$ cat config.mk
export PLATFORM = sky130hd
export DESIGN_NAME = fetch_ctrl
export DESIGN_NICKNAME = d
export VERILOG_FILES = /design/src/rtl/fetch_pkg.sv /design/src/rtl/fetch_ctrl_inst_queue.sv /design/src/rtl/fetch_ctrl.sv
export VERILOG_INCLUDE_DIRS = /design/src /design/src/rtl
export SDC_FILE = /design/constraint.sdc
export NUM_CORES = 2
export LEC_CHECK = 0
export CAP_MARGIN = 20
export CORE_ASPECT_RATIO = 1.4
export CORE_MARGIN = 2
export CORE_UTILIZATION = 61
export DETAILED_ROUTE_END_ITERATION = 8
export PLACE_DENSITY = 0.94
export SLEW_MARGIN = 15
export SYNTH_ARGS = -nofsm -noshare
export SYNTH_HDL_FRONTEND = slang
export SYNTH_HIERARCHICAL = 1
export SYNTH_SLANG_ARGS = --single-unit
export TNS_END_PERCENT = 20
$ cat constraint.sdc
create_clock -name clk -period 25.1 [get_ports clk]
set_input_delay 6.275 -clock clk [delete_from_list [all_inputs] [get_ports clk]]
set_output_delay 6.275 -clock clk [all_outputs]
set_load 0.05 [all_outputs]
$ cat src/rtl/defines.svh
// Shared width macros for the fetch path.
`ifndef FETCH_DEFINES_SVH
`define FETCH_DEFINES_SVH
`define PC_W 32
`define REG_W 32
`define PC logic [`PC_W-1:0]
`define REG_WIDTH logic [`REG_W-1:0]
`endif

$ cat src/rtl/fetch_pkg.sv
// Types and constants shared by the fetch controller and its instruction queue.
package fetch_pkg;
`include "defines.svh"

    localparam int PC_W        = `PC_W;
    localparam int REG_W       = `REG_W;
    localparam int FETCH_WIDTH = 4;
    localparam int DEQ_WIDTH   = 2;

    typedef enum logic [1:0] {
        BOOT  = 2'd0,
        RUN   = 2'd1,
        FLUSH = 2'd2
    } fetch_state_t;

    typedef struct packed {
        `PC        pc;
        `REG_WIDTH inst;
    } iq_entry_t;

endpackage

$ cat src/rtl/fetch_ctrl_inst_queue.sv
// Circular instruction queue: four entries written per push, two read ports at the head.
module inst_queue
    import fetch_pkg::*;
#(
    parameter int DEPTH = 16
) (
    input  logic                                clk,
    input  logic                                rst_n,
    input  logic                                flush_i,
    input  logic                                enq_i,
    input  logic [FETCH_WIDTH-1:0][PC_W-1:0]    enq_pc_i,
    input  logic [FETCH_WIDTH-1:0][REG_W-1:0]   enq_inst_i,
    input  logic [1:0]                          deq_num_i,
    output logic [DEQ_WIDTH-1:0][PC_W-1:0]      rd_pc_o,
    output logic [DEQ_WIDTH-1:0][REG_W-1:0]     rd_inst_o,
    output logic [$clog2(DEPTH):0]              count_o
);

    localparam int AW = $clog2(DEPTH);
    localparam int CW = AW + 1;

    iq_entry_t         mem_q [DEPTH];
    logic [AW-1:0]     head_q, head_d;
    logic [AW-1:0]     tail_q, tail_d;
    logic [CW-1:0]     count_q, count_d;

    always_comb begin
        head_d  = head_q;
        tail_d  = tail_q;
        count_d = count_q;
        if (flush_i) begin
            head_d  = '0;
            tail_d  = '0;
            count_d = '0;
        end else begin
            head_d  = head_q + AW'(deq_num_i);
            tail_d  = enq_i ? tail_q + AW'(FETCH_WIDTH) : tail_q;
            count_d = count_q - CW'(deq_num_i) + (enq_i ? CW'(FETCH_WIDTH) : CW'(0));
        end
    end

    always_ff @(posedge clk) begin
        if (!rst_n) begin
            head_q  <= '0;
            tail_q  <= '0;
            count_q <= '0;
        end else begin
            head_q  <= head_d;
            tail_q  <= tail_d;
            count_q <= count_d;
        end
    end

    // Storage is deliberately unreset; out_valid masks stale entries.
    always_ff @(posedge clk) begin
        if (enq_i && !flush_i) begin
            for (int k = 0; k < FETCH_WIDTH; k++) begin
                mem_q[tail_q + AW'(k)] <= '{pc: enq_pc_i[k], inst: enq_inst_i[k]};
            end
        end
    end

    for (genvar i = 0; i < DEQ_WIDTH; i++) begin : g_rd
        assign rd_pc_o[i]   = mem_q[head_q + AW'(i)].pc;
        assign rd_inst_o[i] = mem_q[head_q + AW'(i)].inst;
    end

    assign count_o = count_q;

endmodule

$ cat src/rtl/fetch_ctrl.sv
// Front-end fetch controller: PC sequencing, redirect handling and decode-slot presentation.
module fetch_ctrl
    import fetch_pkg::*;
#(
    parameter logic [PC_W-1:0] RESET_PC = 32'h0000_0000,
    parameter int              IQ_DEPTH = 16
) (
    input  logic                               clk,
    input  logic                               rst_n,
    output logic [PC_W-1:0]                    icache_pc,
    input  logic [FETCH_WIDTH-1:0][REG_W-1:0]  icache_inst,
    input  logic                               redirect_valid,
    input  logic [PC_W-1:0]                    redirect_pc,
    output logic [1:0]                         out_valid,
    output logic [DEQ_WIDTH-1:0][REG_W-1:0]    out_inst,
    output logic [DEQ_WIDTH-1:0][PC_W-1:0]     out_pc,
    input  logic [1:0]                         deq_num,
    output logic [$clog2(IQ_DEPTH):0]          iq_count
);

    localparam int CW = $clog2(IQ_DEPTH) + 1;

    if (IQ_DEPTH < 8 || (IQ_DEPTH & (IQ_DEPTH - 1)) != 0) begin : g_bad_depth
        $error("IQ_DEPTH must be a power of two and at least 8");
    end
    if (RESET_PC[1:0] != 2'b00) begin : g_bad_reset_pc
        $error("RESET_PC must be word aligned");
    end

    fetch_state_t                          state_q;
    logic [PC_W-1:0]                       pc_q;
    logic                                  enq;
    logic [FETCH_WIDTH-1:0][PC_W-1:0]      enq_pc;
    logic                                  unused_redirect_lsb;

    // Full check looks at current occupancy only; a same-cycle dequeue does not make room.
    assign enq = (state_q == RUN) && !redirect_valid &&
                 (iq_count <= CW'(IQ_DEPTH - FETCH_WIDTH));

    for (genvar k = 0; k < FETCH_WIDTH; k++) begin : g_enq_pc
        assign enq_pc[k] = pc_q + PC_W'(4 * k);
    end

    assign icache_pc           = pc_q;
    assign unused_redirect_lsb = ^redirect_pc[1:0];

    always_ff @(posedge clk) begin
        if (!rst_n) begin
            state_q <= BOOT;
            pc_q    <= RESET_PC;
        end else if (redirect_valid) begin
            state_q <= FLUSH;
            pc_q    <= {redirect_pc[PC_W-1:2], 2'b00};
        end else begin
            case (state_q)
                BOOT:    state_q <= RUN;
                FLUSH:   state_q <= RUN;
                RUN: begin
                    if (enq) pc_q <= pc_q + PC_W'(16);
                end
                default: state_q <= BOOT;
            endcase
        end
    end

    inst_queue #(
        .DEPTH (IQ_DEPTH)
    ) u_iq (
        .clk        (clk),
        .rst_n      (rst_n),
        .flush_i    (redirect_valid),
        .enq_i      (enq),
        .enq_pc_i   (enq_pc),
        .enq_inst_i (icache_inst),
        .deq_num_i  (deq_num),
        .rd_pc_o    (out_pc),
        .rd_inst_o  (out_inst),
        .count_o    (iq_count)
    );

    assign out_valid[0] = (iq_count != '0) && !redirect_valid;
    assign out_valid[1] = (iq_count > CW'(1)) && !redirect_valid;

`ifndef SYNTHESIS
    logic [1:0] valid_cnt;
    assign valid_cnt = {1'b0, out_valid[0]} + {1'b0, out_valid[1]};

    always_ff @(posedge clk) begin
        if (rst_n && !redirect_valid) begin
            assert (deq_num <= valid_cnt)
                else $error("deq_num %0d exceeds valid decode slots %0d", deq_num, valid_cnt);
        end
    end
`endif

endmodule

* Word-level counts from Yosys, hierarchy flattened
Memories as Yosys holds them, arrays and structs flattened. A register that Yosys moved wholly into a read port is not among the register bits.
Index checks and enable logic that the tools add are counted.
** Storage, ports and cells
- Register bits :: 47
- Memory bits (writable) :: 1024
- Input port bits :: 165
- Memories :: 1
** Operators by class
- Add/subtract/negate cells :: 12
- Magnitude comparators :: 2
- Eq/ne operators :: 3
- Mux-type cells :: 9
- Bitwise operators :: 1
- Reduce and logical (&&, ||, !) cells :: 14
** Memories
- u_iq.mem_q :: depth 16, width 64, rd ports 2, clocked after memory_dff 1, write ports 4, RTL line fetch_ctrl_inst_queue.sv:22 : iq_entry_t mem_q [DEPTH];
** Operators with widths (number)
- two-way mux 32 bit :: 3
- adder 32 x 4 -> 32 bit, second input constant :: 2
- adder 32 x 3 -> 32 bit, second input constant :: 1
- adder 32 x 5 -> 32 bit, second input constant :: 1
- adder 4 x 1 -> 4 bit, second input constant :: 2
- adder 4 x 2 -> 4 bit, second input constant :: 2
- adder 5 bit :: 1
- greater-than comparator 5 x 1 -> 1 bit, second input constant :: 1
- less-or-equal comparator 5 x 4 -> 1 bit, second input constant :: 1
- logical AND 1 bit :: 5
- nonzero test 5 bit :: 1
- subtractor 5 x 2 -> 5 bit :: 1
- adder 4 x 2 -> 4 bit :: 1
- adder 4 x 3 -> 4 bit, second input constant :: 1
- two-way mux 4 bit :: 1
- case mux 2 bit (2 select lines) :: 1
- AND reduction 2 bit :: 2
- nonzero test 2 bit :: 2
- OR reduction 2 bit :: 2
- two-way mux 3 bit :: 1
- == test 2 x 1 -> 1 bit, second input constant :: 1
- == test 2 bit, second input constant :: 1
- logical NOT 2 bit :: 1
- two-way mux 1 bit :: 2
- 4 further kinds :: 4

* Logic depth before layout (Yosys ltp)
- Word-level depth :: 6
- Depth in mapped cells :: 12
- Gate-level depth less buffers :: 11

* Modules after synthesis
Netlist, hierarchy kept.
** By module, submodules not included
- inst_queue :: times used 1, cells each 2279, area an instance 47085.2 µm², seq. area each 30969.7 µm²
- fetch_ctrl :: times used 1, cells each 470, area an instance 3598.5 µm², seq. area each 640.6 µm²

* Worst setup path before layout
No wires, ideal clock.
- Path type :: input -> output
- Start :: input redirect_valid
- End :: output out_valid[0]
- Arrival :: 7.609 ns
- Data required time :: 18.825 ns
- Slack :: 11.216 ns
- Stages on the path :: 3
- Path buffers :: 1
- Path through :: buf_1 -> nor2_1 -> a21o_1
** Between the ends
- Longest elaborated chain between the ends :: 2
** Ends and longest elaborated chain
- from (decl) :: RTL line fetch_ctrl.sv:12 : input logic redirect_valid,
- logical NOT 1 bit :: RTL line fetch_ctrl.sv:81 : assign out_valid[0] = (iq_count != '0) && !redirect_valid;
- logical AND 1 bit :: RTL line fetch_ctrl.sv:81
- to (decl) :: RTL line fetch_ctrl.sv:14 : output logic [1:0] out_valid,
Every way passes these cells.

* Worst setup path in the final report
Same ends and word-level chain as after synthesis.

==> impl_metrics.csv <==
group,metric,value,unit
run,drv_cap,0,
setup_path,path_delay_family,"buffers and inverters",
global_route,grt_max_degree,161,
power,pwr-share-seq,49.4,%
place,port_buffers,327,
setup_path,endpoint_kind,"output pin",
synth,postSynthCellCount,2749,
synth,ys.flop_type,"edfxtp_1",
floorplanning,coreArea,0.08258,mm²
place,hpwl,82320,µm
power,p_int,0.003087,W
detailed_routing,dr_total_vias,30168,
clocking,clock_path_buffers,3,
clocking,clkLatencyLatePin,680,ps
synth,netlist_area,0.05068,mm²
cells_and_area,finalCoreUtilization,70.25,%
floorplanning,rows,125,
clocking,cts.sinks,1067,
synth,synth.avg_cell_area,18.44,µm²
detailed_routing,dr.first_iter.drc_count,3674,
synth,ys_seq_area_share,62.37,%
clocking,path_clk_slew,60,ps
global_route,overflow,0,
setup_path,max_stage_delay,790,ps
floorplanning,initial_utilization,61.38,%
clocking,cts_buffers,96,
detailed_routing,drc,0,
setup_path,crit_top_cell,"clkdlybuf4s50_1",
power,clkPwrFrac,38.9,%
floorplanning,die_x,247.6,µm
clocking,cts-root-buf,"clkbuf_16",
global_route,first_global_vias,31979,
floorplanning,die_h,345.1,µm
cells_and_area,fillers,4731,
setup_path,required,18820,ps
power,power.leakage,18.12,nW
outcome,status,"finished, final reports clean",
sta,hold_viol,0,
power,power_frac_comb,11.7,%
sta,slew_headroom,19.46,%
global_route,grt_pass1_wl,202100,µm
floorplanning,ios,332,
setup_path,cp_slowest_cell,"clkdlybuf4s50_1",
sta,setup_viol,0,
cells_and_area,syn2layout_area_growth,14.46,%
power,p_sw_share,23.47,%
place,gp_congestion,0.9202,
cells_and_area,final_nets,3198,
clocking,htreeDepth,3,
detailed_routing,routed_via_density,7.212,
synth,synthArstFlopShare,0,%
synth,yosysMostFrequentCell,"edfxtp_1",
hold_path,min_path_type,"register to register",
sta,fmax,0.06907,GHz
sta,finalCriticalPeriod,14480,ps
clocking,cts_resized,0,
synth,synth_common_cells,"edfxtp_1 (1,024), mux4_2 (535), nand2_1 (150)",
detailed_routing,route.final.wire_length,136600,µm
sta,whs,469.5,ps
synth,synth-edff-count,1024,
sta,worstMarginPinSlew,1208,ps
setup_path,critPathArrivalTime,8200,ps
sta,drv_slew,0,
global_route,grt_usage,32.26,%
synth,synth-seq-cells,1067,
clocking,ctsHoldBuffers,0,
setup_path,critPathMaxFanout,16,
detailed_routing,drtPass1Iterations,8,
clocking,cts_setup_buffers,0,
sta,finClkSkew,33.24,ps
synth,yosys_warnings,6,
clocking,cts_tree,"yes",
synth,yosysUniqueCellTypes,60,
power,max-vdd-ir-drop,0.06090,mV
sta,finalSetupTns,0,ps
detailed_routing,final_antenna_net_count,0,
sta,fin_crit_sh,57.69,%
synth,yosys.area.top_type_share,60.67,%
global_route,antenna_found_initial,19,
setup_path,crit_type,"input port to output pin",
synth,yosys.area.top_type,"edfxtp_1",
synth,synth_area_leaders,"edfxtp_1 (61%), mux4_2 (24%), dfxtp_1 (1.7%)",
setup_path,critPathBufInv,2,
power,powerDensity,69.54,mW/mm²
power,power.switching,0.0009470,W
sta,grt_setup_unrepaired,"false",
setup_path,worstPathCellList,"clkdlybuf4s50_1 -> nor2_1 -> a21o_1 -> clkdlybuf4s50_1",
setup_path,start_kind,"input port",
detailed_routing,routedWlPerCell,32.67,µm
floorplanning,die_area,0.08544,mm²
cells_and_area,drive_above_1_share,25.13,%
[metrics by stage]
step	power [W]	instances	cell area (µm²)	setup WS, ps
after detailed placement	0.002491	3991	54510	10640
after global placement	0.002473	3991	54510	10640
after floorplan	0.002341	2782	50810	11220
final	0.004034	4183	58010	10620
after global routing	0.004128	4179	58000	10530
after CTS	0.004041	4168	57900	10620
[flip-flops by register name, summed over array words and instances, names as in the netlist]
name,cells
u_iq/head_q,4
u_iq/mem_q,1024
icache_pc,30
u_iq/tail_q,2
u_iq/count_o,5
state_q,2
[cell usage in the layout, fill, tap and decap left out, drive strengths merged, types with 3 or more instances in the layout]
cell type / synthesis / final
a221o: 64 / 64
and2: 52 / 52
and4: 4 / 4
clkinvlp: 0 / 6
dfxtp: 43 / 43
a31oi: 42 / 42
mux2i: 4 / 4
nand2: 152 / 152
diode: 0 / 12
clkdlybuf4s50: 0 / 327
ha: 18 / 18
buf: 178 / 51
nand3: 19 / 19
nor3: 18 / 18
clkbuf: 67 / 122
nand4: 13 / 13
edfxtp: 1024 / 1024
nor2: 41 / 41
xor2: 47 / 47
o21ai: 30 / 30
mux4: 535 / 535
o22ai: 64 / 64
inv: 90 / 92
nand2b: 8 / 8
conb: 1 / 34
nor2b: 3 / 3
a211oi: 41 / 41
clkinv: 61 / 92
bufinv: 0 / 16
or2: 5 / 5
nor4: 11 / 11
a21oi: 25 / 25
and3: 9 / 9
xnor2: 67 / 67
[power by group through the flow]
stage / sequential [W] / combinational (W) / clock, W
floorplan: 0.00202 / 0.000323 / 0
global placement: 0.00203 / 0.000446 / 0
detailed placement: 0.00203 / 0.000462 / 0
CTS: 0.00199 / 0.000467 / 0.00158
global route: 0.00199 / 0.000491 / 0.00164
finish: 0.00199 / 0.000471 / 0.00157
[per-layer routing]
| layer | vias to the layer above | global-route usage (%) | share of wire, % |
|---|---|---|---|
| li1 | 11823 | - | - |
| met1 | 15361 | 38.04 | 31 |
| met2 | 2364 | 53.61 | 51 |
| met3 | 598 | 7.266 | 11 |
| met4 | 22 | 20.30 | 6.9 |
| met5 | - | 0 | 0.098 |
[kinds of logic (layout without fill, tap and decap cells)]
kind of cell    Yosys count  in the layout  synth area share [%]
other cells               1             46              0.007399
xor+xnor                114            114                 1.970
flops                  1067           1067                 62.37
compound gates          272            272                 3.856
fa+ha+maj                20             20                0.5234
simple gates            340            340                 3.597
buf+inv                 396            706                 3.826
mux                     539            539                 23.85
[path summary, 6_finish.rpt]
path | from | end | slack [ps] | cells past startpoint
setup / recovery | redirect_valid | out_valid[0] | 10620 | 4
hold / removal | state_q[0] | state_q[0] | 470 | 1
setup reg to reg | u_iq/count_o[4] | u_iq/mem_q[15][20] | 20010 | 8
hold reg to reg | state_q[0] | state_q[0] | 470 | 1
[area by class of cell]
cell class / instances / area (µm²) / area share, %
sequential: 1067 / 31630 / 54.51
multi-input combinational: 1319 / 17310 / 29.84
antenna: 12 / 30.03 / 0.05176
clock inverter: 55 / 690.7 / 1.191
tap: 1079 / 1350 / 2.327
clock buffer: 122 / 2699 / 4.652
timing repair buffer: 378 / 3741 / 6.449
inverter: 151 / 568.0 / 0.9791
No activity file was read; power rests on OpenSTA's default activity.
